==> src/rtl/fpga_bus_pkg.sv <==
// Shared frame layout, FSM states and bit-position helpers for the 16-node serial bus.
package fpga_bus_pkg;

  localparam int ID_W      = 4;
  localparam int ADDR_W    = 4;
  localparam int DATA_W    = 64;
  localparam int CRC_W     = 4;
  localparam int EOF_W     = 7;
  localparam int FRAME_LEN = 1 + ID_W + ADDR_W + DATA_W + CRC_W + EOF_W;
  localparam int CNT_W     = 7;

  // First bit index of each field; b0 is always SOF.
  localparam logic [CNT_W-1:0] ID_FIRST   = 7'd1;
  localparam logic [CNT_W-1:0] ADDR_FIRST = ID_FIRST + 7'(ID_W);
  localparam logic [CNT_W-1:0] DATA_FIRST = ADDR_FIRST + 7'(ADDR_W);
  localparam logic [CNT_W-1:0] CRC_FIRST  = DATA_FIRST + 7'(DATA_W);
  localparam logic [CNT_W-1:0] EOF_FIRST  = CRC_FIRST + 7'(CRC_W);
  localparam logic [CNT_W-1:0] LAST_BIT   = 7'(FRAME_LEN - 1);

  typedef enum logic [2:0] {
    ST_IDLE,
    ST_SOF,
    ST_ID,
    ST_RXADDR,
    ST_DATA,
    ST_CRC,
    ST_EOF
  } busState_e;

  function automatic busState_e stateOf(input logic [CNT_W-1:0] bitIdx);
    if (bitIdx < ID_FIRST)        return ST_SOF;
    else if (bitIdx < ADDR_FIRST) return ST_ID;
    else if (bitIdx < DATA_FIRST) return ST_RXADDR;
    else if (bitIdx < CRC_FIRST)  return ST_DATA;
    else if (bitIdx < EOF_FIRST)  return ST_CRC;
    else                          return ST_EOF;
  endfunction

endpackage

==> src/rtl/fpga_top_node.sv <==
// One bus node: latches its frame at SOF, drives the bit for the upcoming position
// and drops out of arbitration when it sends recessive but the bus reads dominant.
module bus_node
  import fpga_bus_pkg::*;
#(
  parameter logic [ID_W-1:0] NODE_ID = '0
) (
  input  logic                clock,
  input  logic                rst_n,
  input  logic                i_start,
  input  logic                i_req,
  input  logic [ADDR_W-1:0]   i_addr,
  input  logic [DATA_W-1:0]   i_data,
  input  logic [CRC_W-1:0]    i_crc,
  input  busState_e           i_nextState,
  input  logic [CNT_W-1:0]    i_nextCnt,
  input  logic                i_busNext,
  output logic                o_drive
);

  logic [ADDR_W-1:0]    r_addr;
  logic [DATA_W-1:0]    r_data;
  logic [CRC_W-1:0]     r_crc;
  logic                 r_contend;
  logic [FRAME_LEN-1:0] w_frame;

  assign w_frame = {1'b0, NODE_ID, r_addr, r_data, r_crc, {EOF_W{1'b1}}};

  // Drives always look one bit ahead so the top can register the bus level.
  always_comb begin
    o_drive = 1'b1;
    if (r_contend) begin
      case (i_nextState)
        ST_ID, ST_RXADDR, ST_DATA, ST_CRC: o_drive = w_frame[LAST_BIT - i_nextCnt];
        default: o_drive = 1'b1;
      endcase
    end
  end

  always_ff @(posedge clock or negedge rst_n) begin
    if (!rst_n) begin
      r_addr    <= '0;
      r_data    <= '0;
      r_crc     <= '0;
      r_contend <= 1'b0;
    end else if (i_start) begin
      r_contend <= i_req;
      if (i_req) begin
        r_addr <= i_addr;
        r_data <= i_data;
        r_crc  <= i_crc;
      end
    end else if (i_nextState == ST_ID && r_contend && o_drive && !i_busNext) begin
      r_contend <= 1'b0;
    end
  end

endmodule

==> src/rtl/fpga_top.sv <==
// Top of the bus demo: frame FSM and shared bit counter, wired-AND of the node drives,
// and the registered bus level.
module fpga_top
  import fpga_bus_pkg::*;
#(
  parameter int NODES    = 16,
  parameter int EOF_BITS = 7
) (
  input  logic        clock,
  input  logic        rst_n,
  input  logic [3:0]  CRC1,  CRC2,  CRC3,  CRC4,  CRC5,  CRC6,  CRC7,  CRC8,
  input  logic [3:0]  CRC9,  CRC10, CRC11, CRC12, CRC13, CRC14, CRC15, CRC16,
  input  logic [63:0] Data1,  Data2,  Data3,  Data4,  Data5,  Data6,  Data7,  Data8,
  input  logic [63:0] Data9,  Data10, Data11, Data12, Data13, Data14, Data15, Data16,
  input  logic [3:0]  receiverAddr1,  receiverAddr2,  receiverAddr3,  receiverAddr4,
  input  logic [3:0]  receiverAddr5,  receiverAddr6,  receiverAddr7,  receiverAddr8,
  input  logic [3:0]  receiverAddr9,  receiverAddr10, receiverAddr11, receiverAddr12,
  input  logic [3:0]  receiverAddr13, receiverAddr14, receiverAddr15, receiverAddr16,
  input  logic [15:0] mod,
  output logic        bus_show
);

  localparam logic [CNT_W-1:0] FRAME_LAST = EOF_FIRST + 7'(EOF_BITS - 1);

  busState_e          r_state;
  busState_e          w_nextState;
  logic [CNT_W-1:0]   r_bitCnt;
  logic [CNT_W-1:0]   w_nextCnt;
  logic               w_start;
  logic               w_busNext;
  logic               r_busShow;
  logic [NODES-1:0]   w_drive;
  logic [CRC_W-1:0]   w_crc  [NODES];
  logic [DATA_W-1:0]  w_data [NODES];
  logic [ADDR_W-1:0]  w_addr [NODES];

  assign w_crc[0]  = CRC1;   assign w_crc[1]  = CRC2;   assign w_crc[2]  = CRC3;   assign w_crc[3]  = CRC4;
  assign w_crc[4]  = CRC5;   assign w_crc[5]  = CRC6;   assign w_crc[6]  = CRC7;   assign w_crc[7]  = CRC8;
  assign w_crc[8]  = CRC9;   assign w_crc[9]  = CRC10;  assign w_crc[10] = CRC11;  assign w_crc[11] = CRC12;
  assign w_crc[12] = CRC13;  assign w_crc[13] = CRC14;  assign w_crc[14] = CRC15;  assign w_crc[15] = CRC16;

  assign w_data[0]  = Data1;   assign w_data[1]  = Data2;   assign w_data[2]  = Data3;   assign w_data[3]  = Data4;
  assign w_data[4]  = Data5;   assign w_data[5]  = Data6;   assign w_data[6]  = Data7;   assign w_data[7]  = Data8;
  assign w_data[8]  = Data9;   assign w_data[9]  = Data10;  assign w_data[10] = Data11;  assign w_data[11] = Data12;
  assign w_data[12] = Data13;  assign w_data[13] = Data14;  assign w_data[14] = Data15;  assign w_data[15] = Data16;

  assign w_addr[0]  = receiverAddr1;   assign w_addr[1]  = receiverAddr2;
  assign w_addr[2]  = receiverAddr3;   assign w_addr[3]  = receiverAddr4;
  assign w_addr[4]  = receiverAddr5;   assign w_addr[5]  = receiverAddr6;
  assign w_addr[6]  = receiverAddr7;   assign w_addr[7]  = receiverAddr8;
  assign w_addr[8]  = receiverAddr9;   assign w_addr[9]  = receiverAddr10;
  assign w_addr[10] = receiverAddr11;  assign w_addr[11] = receiverAddr12;
  assign w_addr[12] = receiverAddr13;  assign w_addr[13] = receiverAddr14;
  assign w_addr[14] = receiverAddr15;  assign w_addr[15] = receiverAddr16;

  // A new frame starts from IDLE or straight out of the last EOF bit.
  always_comb begin
    w_nextState = r_state;
    w_nextCnt   = r_bitCnt;
    w_start     = 1'b0;
    if (r_state == ST_IDLE || r_bitCnt == FRAME_LAST) begin
      w_nextCnt = '0;
      if (mod != '0) begin
        w_nextState = ST_SOF;
        w_start     = 1'b1;
      end else begin
        w_nextState = ST_IDLE;
      end
    end else begin
      w_nextCnt   = r_bitCnt + 7'd1;
      w_nextState = stateOf(w_nextCnt);
    end
  end

  assign w_busNext = (w_nextState == ST_SOF) ? 1'b0 : &w_drive;

  for (genvar g = 0; g < NODES; g++) begin : gNode
    bus_node #(
      .NODE_ID(4'(g))
    ) uNode (
      .clock       (clock),
      .rst_n       (rst_n),
      .i_start     (w_start),
      .i_req       (mod[g]),
      .i_addr      (w_addr[g]),
      .i_data      (w_data[g]),
      .i_crc       (w_crc[g]),
      .i_nextState (w_nextState),
      .i_nextCnt   (w_nextCnt),
      .i_busNext   (w_busNext),
      .o_drive     (w_drive[g])
    );
  end

  always_ff @(posedge clock or negedge rst_n) begin
    if (!rst_n) begin
      r_state   <= ST_IDLE;
      r_bitCnt  <= '0;
      r_busShow <= 1'b1;
    end else begin
      r_state   <= w_nextState;
      r_bitCnt  <= w_nextCnt;
      r_busShow <= w_busNext;
    end
  end

  assign bus_show = r_busShow;

endmodule

==> config.mk <==
export PLATFORM = sky130hd
export DESIGN_NAME = fpga_top
export DESIGN_NICKNAME = d
export VERILOG_FILES = /design/src/rtl/fpga_bus_pkg.sv /design/src/rtl/fpga_top_node.sv /design/src/rtl/fpga_top.sv
export SDC_FILE = /design/constraint.sdc
export NUM_CORES = 2
export LEC_CHECK = 0
export CORE_AREA = 2 2 455 457
export CTS_CLUSTER_SIZE = 14
export DETAILED_ROUTE_END_ITERATION = 6
export DIE_AREA = 0 0 457 459
export GPL_ROUTABILITY_DRIVEN = 0
export HOLD_SLACK_MARGIN = 0.1
export PLACE_DENSITY = 0.52
export SYNTH_ARGS = -nofsm -noshare
export SYNTH_HDL_FRONTEND = slang
export SYNTH_SLANG_ARGS = --single-unit
==> constraint.sdc <==
create_clock -name clock -period 6.3 [get_ports clock]
set_clock_uncertainty 0.15 [all_clocks]
set_input_delay 1.89 -clock clock [delete_from_list [all_inputs] [get_ports clock]]
set_output_delay 1.89 -clock clock [all_outputs]
set_load 0.01 [all_outputs]
Yosys cells after proc, flatten, opt, wreduce, memory -nomap -nowiden
Cells that the tools add are included.
Widths: inputs -> output; s select.
Word-level totals
  logic and storage cells: 274
  input port bits: 1170
  flip-flop bits (word level): 1179
  output and inout bits: 1
Operators by class
  $add $sub $neg: 2
  mux-type cells: 107
  magnitude comparators: 6
  equal/unequal tests: 6
  reductions and logical operators: 86
Operator list (number)
  $bmux 1 s7: 16
  $mux 1: 84
  $logic_and 1x1->1: 48
  $reduce_and 2->1: 16
  $reduce_bool 2->1: 16
  $reduce_and 16->1: 1
  $reduce_bool 16->1: 1
  $lt 7x7->1 const B: 2
  $mux 3: 4
  $lt 7x8->1 const B: 1
  $add 7x1->7 const B: 1
  $eq 7x7->1 const B: 1
  $lt 7x1->1 const B: 1
  $lt 7x3->1 const B: 1
  $lt 7x4->1 const B: 1
  $mux 7: 1
  $sub 7x7->7 const A: 1
  $eq 3x2->1 const B: 2
  $eq 3x3->1 const B: 2
  $mux 2: 2
  $reduce_or 4->1: 1
  $eq 3x1->1 const B: 1
  $logic_not 3->1: 1
  $logic_not 1->1: 1
  $logic_or 1x1->1: 1

Depth between registers and ports, before layout
  depth after elaboration: 18
  gate-level depth with buffers: 26

Cells and area by module
Synthesis repeated with hierarchy kept, for this count alone.
Second synthesis, totals
  cells, all modules: 4080
  area, all modules: 57792.9 sq um
Modules (own cells, without submodules)
  bus_node (gNode[8].uNode): instances 1, area an instance 3661.0 sq um, cells each 248
  bus_node (gNode[0].uNode): instances 1, area an instance 3626.0 sq um, cells each 261
  bus_node (gNode[12].uNode): instances 1, area an instance 3594.7 sq um, cells each 267
  bus_node (gNode[3].uNode): instances 1, area an instance 3592.2 sq um, cells each 256
  bus_node (gNode[15].uNode): instances 1, area an instance 3584.7 sq um, cells each 262
  bus_node (gNode[7].uNode): instances 1, area an instance 3578.4 sq um, cells each 251
  bus_node (gNode[13].uNode): instances 1, area an instance 3572.2 sq um, cells each 239
  bus_node (gNode[2].uNode): instances 1, area an instance 3560.9 sq um, cells each 250
  bus_node (gNode[5].uNode): instances 1, area an instance 3558.4 sq um, cells each 250
  bus_node (gNode[6].uNode): instances 1, area an instance 3548.4 sq um, cells each 251
  bus_node (gNode[9].uNode): instances 1, area an instance 3547.2 sq um, cells each 242
  bus_node (gNode[11].uNode): instances 1, area an instance 3524.6 sq um, cells each 244
  bus_node (gNode[4].uNode): instances 1, area an instance 3520.9 sq um, cells each 256
  bus_node (gNode[10].uNode): instances 1, area an instance 3509.6 sq um, cells each 246
  3 more rows

Least setup slack after synthesis
OpenSTA, ideal clock, no wires.
  path kind: register to register
  from: register r_bitCnt[1]
  to: register gNode[11].uNode.r_contend
  arrival: 5.480 ns
  data required time: 6.084 ns
  setup time: 0.066 ns
  setup slack: 0.604 ns
  buffers on the path: 13
  stages on the path, launching flop included: 25
  path through: dfrtp_1 -> ha_1 -> and4bb_1 -> buf_6 -> a21oi_4 -> buf_12 -> buf_8 -> buf_4 -> buf_2 -> buf_2 -> nand2_1 -> ha_1 -> clkbuf_1 -> buf_2 -> clkbuf_1 -> clkbuf_1 -> clkbuf_1 -> clkbuf_1 -> o221ai_1 -> a221oi_1 -> nor2_1 -> or4b_4 -> nor3_4 -> buf_6 -> o31a_1
On the way
  cells in the longest elaborated chain, start to end: 17
RTL lines
  start: declaration: line fpga_top.sv:27  | logic [CNT_W-1:0] r_bitCnt;
  start signal: assignment: line fpga_top.sv:102  | r_bitCnt <= w_nextCnt;
  $add 7x1->7: line fpga_top.sv:70  | w_nextCnt = r_bitCnt + 7'd1;
  $lt 7x7->1: line fpga_bus_pkg.sv:35  | else if (bitIdx < EOF_FIRST) return ST_CRC;
  $mux 2: line fpga_bus_pkg.sv:35
  $mux 2: line fpga_bus_pkg.sv:34  | else if (bitIdx < CRC_FIRST) return ST_DATA;
  $mux 3: line fpga_bus_pkg.sv:33  | else if (bitIdx < DATA_FIRST) return ST_RXADDR;
  $mux 3: line fpga_bus_pkg.sv:32  | else if (bitIdx < ADDR_FIRST) return ST_ID;
  $mux 3: line fpga_bus_pkg.sv:31  | if (bitIdx < ID_FIRST) return ST_SOF;
  $mux 3: line fpga_top.sv:61  | if (r_state == ST_IDLE || r_bitCnt == FRAME_LAST) begin
  [... 2 more ...]
  $mux 1: line fpga_top_node.sv:33  | case (i_nextState)
  $mux 1: line fpga_top_node.sv:32  | if (r_contend) begin
  $reduce_and 16->1: line fpga_top.sv:75  | assign w_busNext = (w_nextState == ST_SOF) ? 1'b0 : &w_drive;
  $mux 1 *: line fpga_top.sv:75
  via gNode[0].uNode.i_busNext: line fpga_top_node.sv:17  | input logic i_busNext,
  $logic_not 1->1 *: line fpga_top_node.sv:53  | end else if (i_nextState == ST_ID && r_contend && o_drive && !i_busNext) begin
  $logic_and 1x1->1 *: line fpga_top_node.sv:53
  $reduce_bool 2->1 (no line) *
  end signal: assignment: line fpga_top_node.sv:47  | r_contend <= i_req;
  end: declaration: line fpga_top_node.sv:24  | logic r_contend;
Mark *: on every way through the listed nets, which the timed path passes. The rest lies on a longest branch. The select of a mux whose other input is x is not followed.
A chain may end at the register's enable or synchronous reset.

Worst setup path after layout
  from: register r_bitCnt[1]
  to: register gNode[9].uNode.r_contend
On the way
  cells in the longest elaborated chain, start to end: 17
RTL lines (line)
  $add 7x1->7: fpga_top.sv:70
  $lt 7x7->1: fpga_bus_pkg.sv:35
  $mux 2: fpga_bus_pkg.sv:35
  $mux 2: fpga_bus_pkg.sv:34
  $mux 3: fpga_bus_pkg.sv:33
  $mux 3: fpga_bus_pkg.sv:32
  $mux 3: fpga_bus_pkg.sv:31
  $mux 3: fpga_top.sv:61
  $eq 3x2->1, or another cell as far along: fpga_top_node.sv:33
  $reduce_or 4->1: fpga_top_node.sv:33
  $mux 1: fpga_top_node.sv:33
  $mux 1: fpga_top_node.sv:32
  $reduce_and 16->1: fpga_top.sv:75
  $mux 1: fpga_top.sv:75
  $logic_not 1->1: fpga_top_node.sv:53
  $logic_and 1x1->1: fpga_top_node.sv:53
  $reduce_bool 2->1 (no line)
  end signal: assignment: fpga_top_node.sv:47
  end: declaration: fpga_top_node.sv:24
Parallel ways exist; a longest one is shown, timed or not. The select of a mux whose other input is x is not followed.

==> impl_metrics.env <==
export IMPL_outcome="completed"
export IMPL_start_kind="flip-flop"
export IMPL_overflow=0
export IMPL_drt_vias_per_instance=5.29
export IMPL_postLayoutCoreUtil_pct=37.4
export IMPL_clock_root_buffer="clkbuf_16"
export IMPL_htree_num_levels=4
export IMPL_syn_inst=4356
export IMPL_min_path_type="reg2reg"
export IMPL_syn_area_per_cell_um2=12.9
export IMPL_path_max_fanout=24
export IMPL_rsz0062_at_grt="no"
export IMPL_syn_nets=5532
export IMPL_leakagePower_nw=31.0
export IMPL_power_density_nw_per_um2=624
export IMPL_setup_ws_ns=0.134
export IMPL_synthToLayoutAreaGrowth_pct=36.4
export IMPL_drv_slew=0
export IMPL_clk_path_buf_depth=3
export IMPL_grt_pass1_wl_um=394000
export IMPL_cts_made_buffers=145
export IMPL_whs_ns=0.350
export IMPL_drtPass1Iterations=7
export IMPL_post_drt_wl_per_cell_um=35.0
export IMPL_fp_dieH_um=459
export IMPL_grt_pass1_vias=45385
export IMPL_setup_worst_path_end_class="flip-flop"
export IMPL_syn_area_um2=56300
export IMPL_place_area_um2=71700
export IMPL_stdcell_area_um2=76800
export IMPL_worstPathRequired_ns=6.87
export IMPL_fin_crit_sh_pct=97.9
export IMPL_ys_ff_latch=1179
export IMPL_die_area_um2=210000
export IMPL_critical_path_arrival_ns=6.74
export IMPL_antenna_found_initial=173
export IMPL_fin_nets=6631
export IMPL_synthDistinctLibCells=100
export IMPL_synthFlopType="dfrtp_1"
export IMPL_worst_pin_slew_ns=1.33
export IMPL_via_count=44142
export IMPL_drive_gt1_share_pct=31.3
export IMPL_routed_wirelength_um=292000
export IMPL_rows=167
export IMPL_die_w_um=457
export IMPL_postCtsSetupRepairBufs=0
export IMPL_drt_initial_drc_count=3038
export IMPL_port_buffers=1170
export IMPL_hpwl_um=212000
export IMPL_num_io_pins=1171
export IMPL_ant_nets=0
export IMPL_yosys_warnings=0
export IMPL_clock_sinks=1179
export IMPL_peakVddDrop_mv=0.598
export IMPL_core_area_um2=206000
export IMPL_initial_core_util_pct=27.4
export IMPL_async_flop_share_pct=100
export IMPL_drc=0
export IMPL_min_period_ns=6.17
export IMPL_place_ws_ns=-0.478
export IMPL_grt_max_degree=125
export IMPL_clk_pin_slew_ns=0.07
export IMPL_max_freq_mhz=162
export IMPL_synth_seq_area_share_pct=52.4
export IMPL_rrSetupSlack_ns=0.13
export IMPL_cap_violations=0
export IMPL_hold_violations=0
export IMPL_insertion_delay_ns=0.82
export IMPL_setup_viol=0
export IMPL_synth_edf_count=0
export IMPL_critical_path_class="reg2reg"
export IMPL_grt_usage_pct=27.2
export IMPL_slew_headroom_pct=11.5
export IMPL_cts_tree="done"
==> cells in the mapped netlist, drive strengths merged, types with 5 or more instances <==
cell type  number  area, um^2
a2111oi        24         254
a211oi         56         430
a21oi         179         911
a221o           5        50.1
a221oi         32         287
a22oi          22         165
a2bb2oi        23         201
a311oi         13         114
a31oi          45         282
a32oi          15         131
and2           44         275
and3           10        62.6
buf           165         992
clkbuf        180         676
dfrtp        1178       29500
ha              6        75.1
inv            30         113
mux2         1240       14000
mux2i         140        1400
mux4           55        1240
nand2         168         641
nand2b         15        93.8
nand3          44         220
nand4           6        37.5
nor2          137         519
nor3           48         268
nor4           37         231
o2111ai        12         105
o211ai         32         264
o21ai         147         747
o221ai         52         462
o22ai          55         344
o2bb2ai         8        76.3
o311ai         10        87.6
o31a           17         149
o32ai          15         131
or3             8        50.1
or4             7        56.3
xnor2          11         123
==> worst max-delay path, cell delays in order, from the launching register on <==
cell and delay, ns:
dfrtp_1 0.48, ha_4 0.30, nand4bb_4 0.55, o211ai_4 0.46, ha_4 0.29, inv_4 0.42
nand2_8 0.40, a2111oi_4 0.31, nor4_1 0.11, nor4_2 0.58, nor4_1 0.17, or4_1 0.69
or4b_4 0.55, nor3_4 0.14, buf_4 0.24, o31a_1 0.16
==> flip-flops by register name, indices dropped and copies added (netlist names) <==
| name | cells |
|---|---|
| gNode.uNode.r_data | 1024 |
| gNode.uNode.r_addr | 64 |
| gNode.uNode.r_crc | 64 |
| gNode.uNode.r_contend | 16 |
| r_bitCnt | 7 |
| r_state | 3 |
| bus_show | 1 |
==> cell type report <==
type / count / area [um^2]
timing repair buffer: 1297 / 13200
antenna: 71 / 178
inverter: 31 / 131
tap: 2704 / 3380
clock inverter: 42 / 629
sequential: 1179 / 29500
clock buffer: 221 / 4290
fill: 20022 / 129000
multi-input combinational: 2801 / 25500
==> metal layers <==
metal,vias up,wire length [um],GRT usage (%)
met5,-,623,0
met2,1853,140000,44.8
met4,100,8370,8.72
met3,514,21300,7.59
met1,23079,122000,34.3
li1,18596,-,-
==> logic make-up after synthesis <==
| family | after synthesis | synth area share, % |
|---|---|---|
| muxes | 1435 | 29.5 |
| DFF | 1179 | 52.4 |
| AOI/OAI and AO/OA | 804 | 9.94 |
| and+or+nand+nor | 542 | 4.63 |
| buffers and inverters | 376 | 3.17 |
| xor gates and xnor gates | 14 | 0.278 |
| adders and majority gates | 6 | 0.133 |
==> placed cells by master (no fill, tap or decap), types with 13 or more instances in the layout <==
| master | synthesis | layout |
|---|---|---|
| a21oi_1 | 177 | 176 |
| mux2_2 | 1239 | 1239 |
| buf_12 | 1 | 38 |
| a221oi_1 | 31 | 31 |
| a22oi_1 | 22 | 22 |
| nor3_1 | 45 | 43 |
| diode_2 | 0 | 71 |
| o22ai_1 | 55 | 55 |
| a211oi_1 | 54 | 53 |
| clkbuf_8 | 0 | 35 |
| nor4_1 | 37 | 34 |
| a31oi_1 | 45 | 44 |
| clkbuf_1 | 180 | 40 |
| mux2i_1 | 140 | 140 |
| nand3_1 | 44 | 43 |
| inv_1 | 27 | 25 |
| a2bb2oi_1 | 23 | 23 |
| o32ai_1 | 15 | 14 |
| o31a_1 | 17 | 17 |
| clkdlybuf4s50_1 | 0 | 1169 |
| o211ai_1 | 29 | 29 |
| clkbuf_16 | 0 | 146 |
| a32oi_1 | 15 | 15 |
| buf_4 | 37 | 86 |
| dfrtp_1 | 1178 | 1177 |
| o21ai_0 | 140 | 140 |
| a2111oi_0 | 21 | 18 |
| nor2_1 | 135 | 129 |
| and2_1 | 44 | 42 |
| nand2_4 | 0 | 17 |
| mux4_2 | 55 | 55 |
| nand2_1 | 164 | 144 |
| o221ai_1 | 51 | 51 |
| clkinv_2 | 0 | 13 |
==> through the flow <==
stage	power [mW]	std cells	TNS [ns]
final	47.9	8346	0
after global routing	50.1	8316	0
after CTS	48.3	8275	0
after detailed placement	39.4	8012	-7.79
after global placement	39.0	8010	-15.41
after floorplan	27.3	4356	0
==> where the power goes <==
| group | internal, mW | switching (mW) | total [mW] |
|---|---|---|---|
| combinational | 9.91 | 15.6 | 25.6 |
| clock | 5.10 | 3.67 | 8.76 |
| sequential | 11.5 | 2.16 | 13.6 |
| total | 26.5 | 21.5 | 47.9 |
==> repair_timing <==
item / 4_1_cts / 5_1_grt
resized for setup: 7 / 0
hold buffers: 0 / 0
setup endpoints to repair: 17 / 0
==> final timing paths <==
path | depth (start not counted) | from | end
max | 15 | r_bitCnt[1]$_DFF_PN0_ | gNode[9].uNode.r_contend$_DFFE_PN0P_
min | 1 | gNode[10].uNode.r_data[27]$_DFFE_PN0P_ | gNode[10].uNode.r_data[27]$_DFFE_PN0P_
max reg2reg | 15 | r_bitCnt[1]$_DFF_PN0_ | gNode[9].uNode.r_contend$_DFFE_PN0P_
min reg2reg | 1 | gNode[10].uNode.r_data[27]$_DFFE_PN0P_ | gNode[10].uNode.r_data[27]$_DFFE_PN0P_
max in group asynchronous | 2 | rst_n | gNode[6].uNode.r_data[23]$_DFFE_PN0P_
min in group asynchronous | 1 | rst_n | gNode[2].uNode.r_addr[2]$_DFFE_PN0P_
Power figures use the tool's default switching activity.
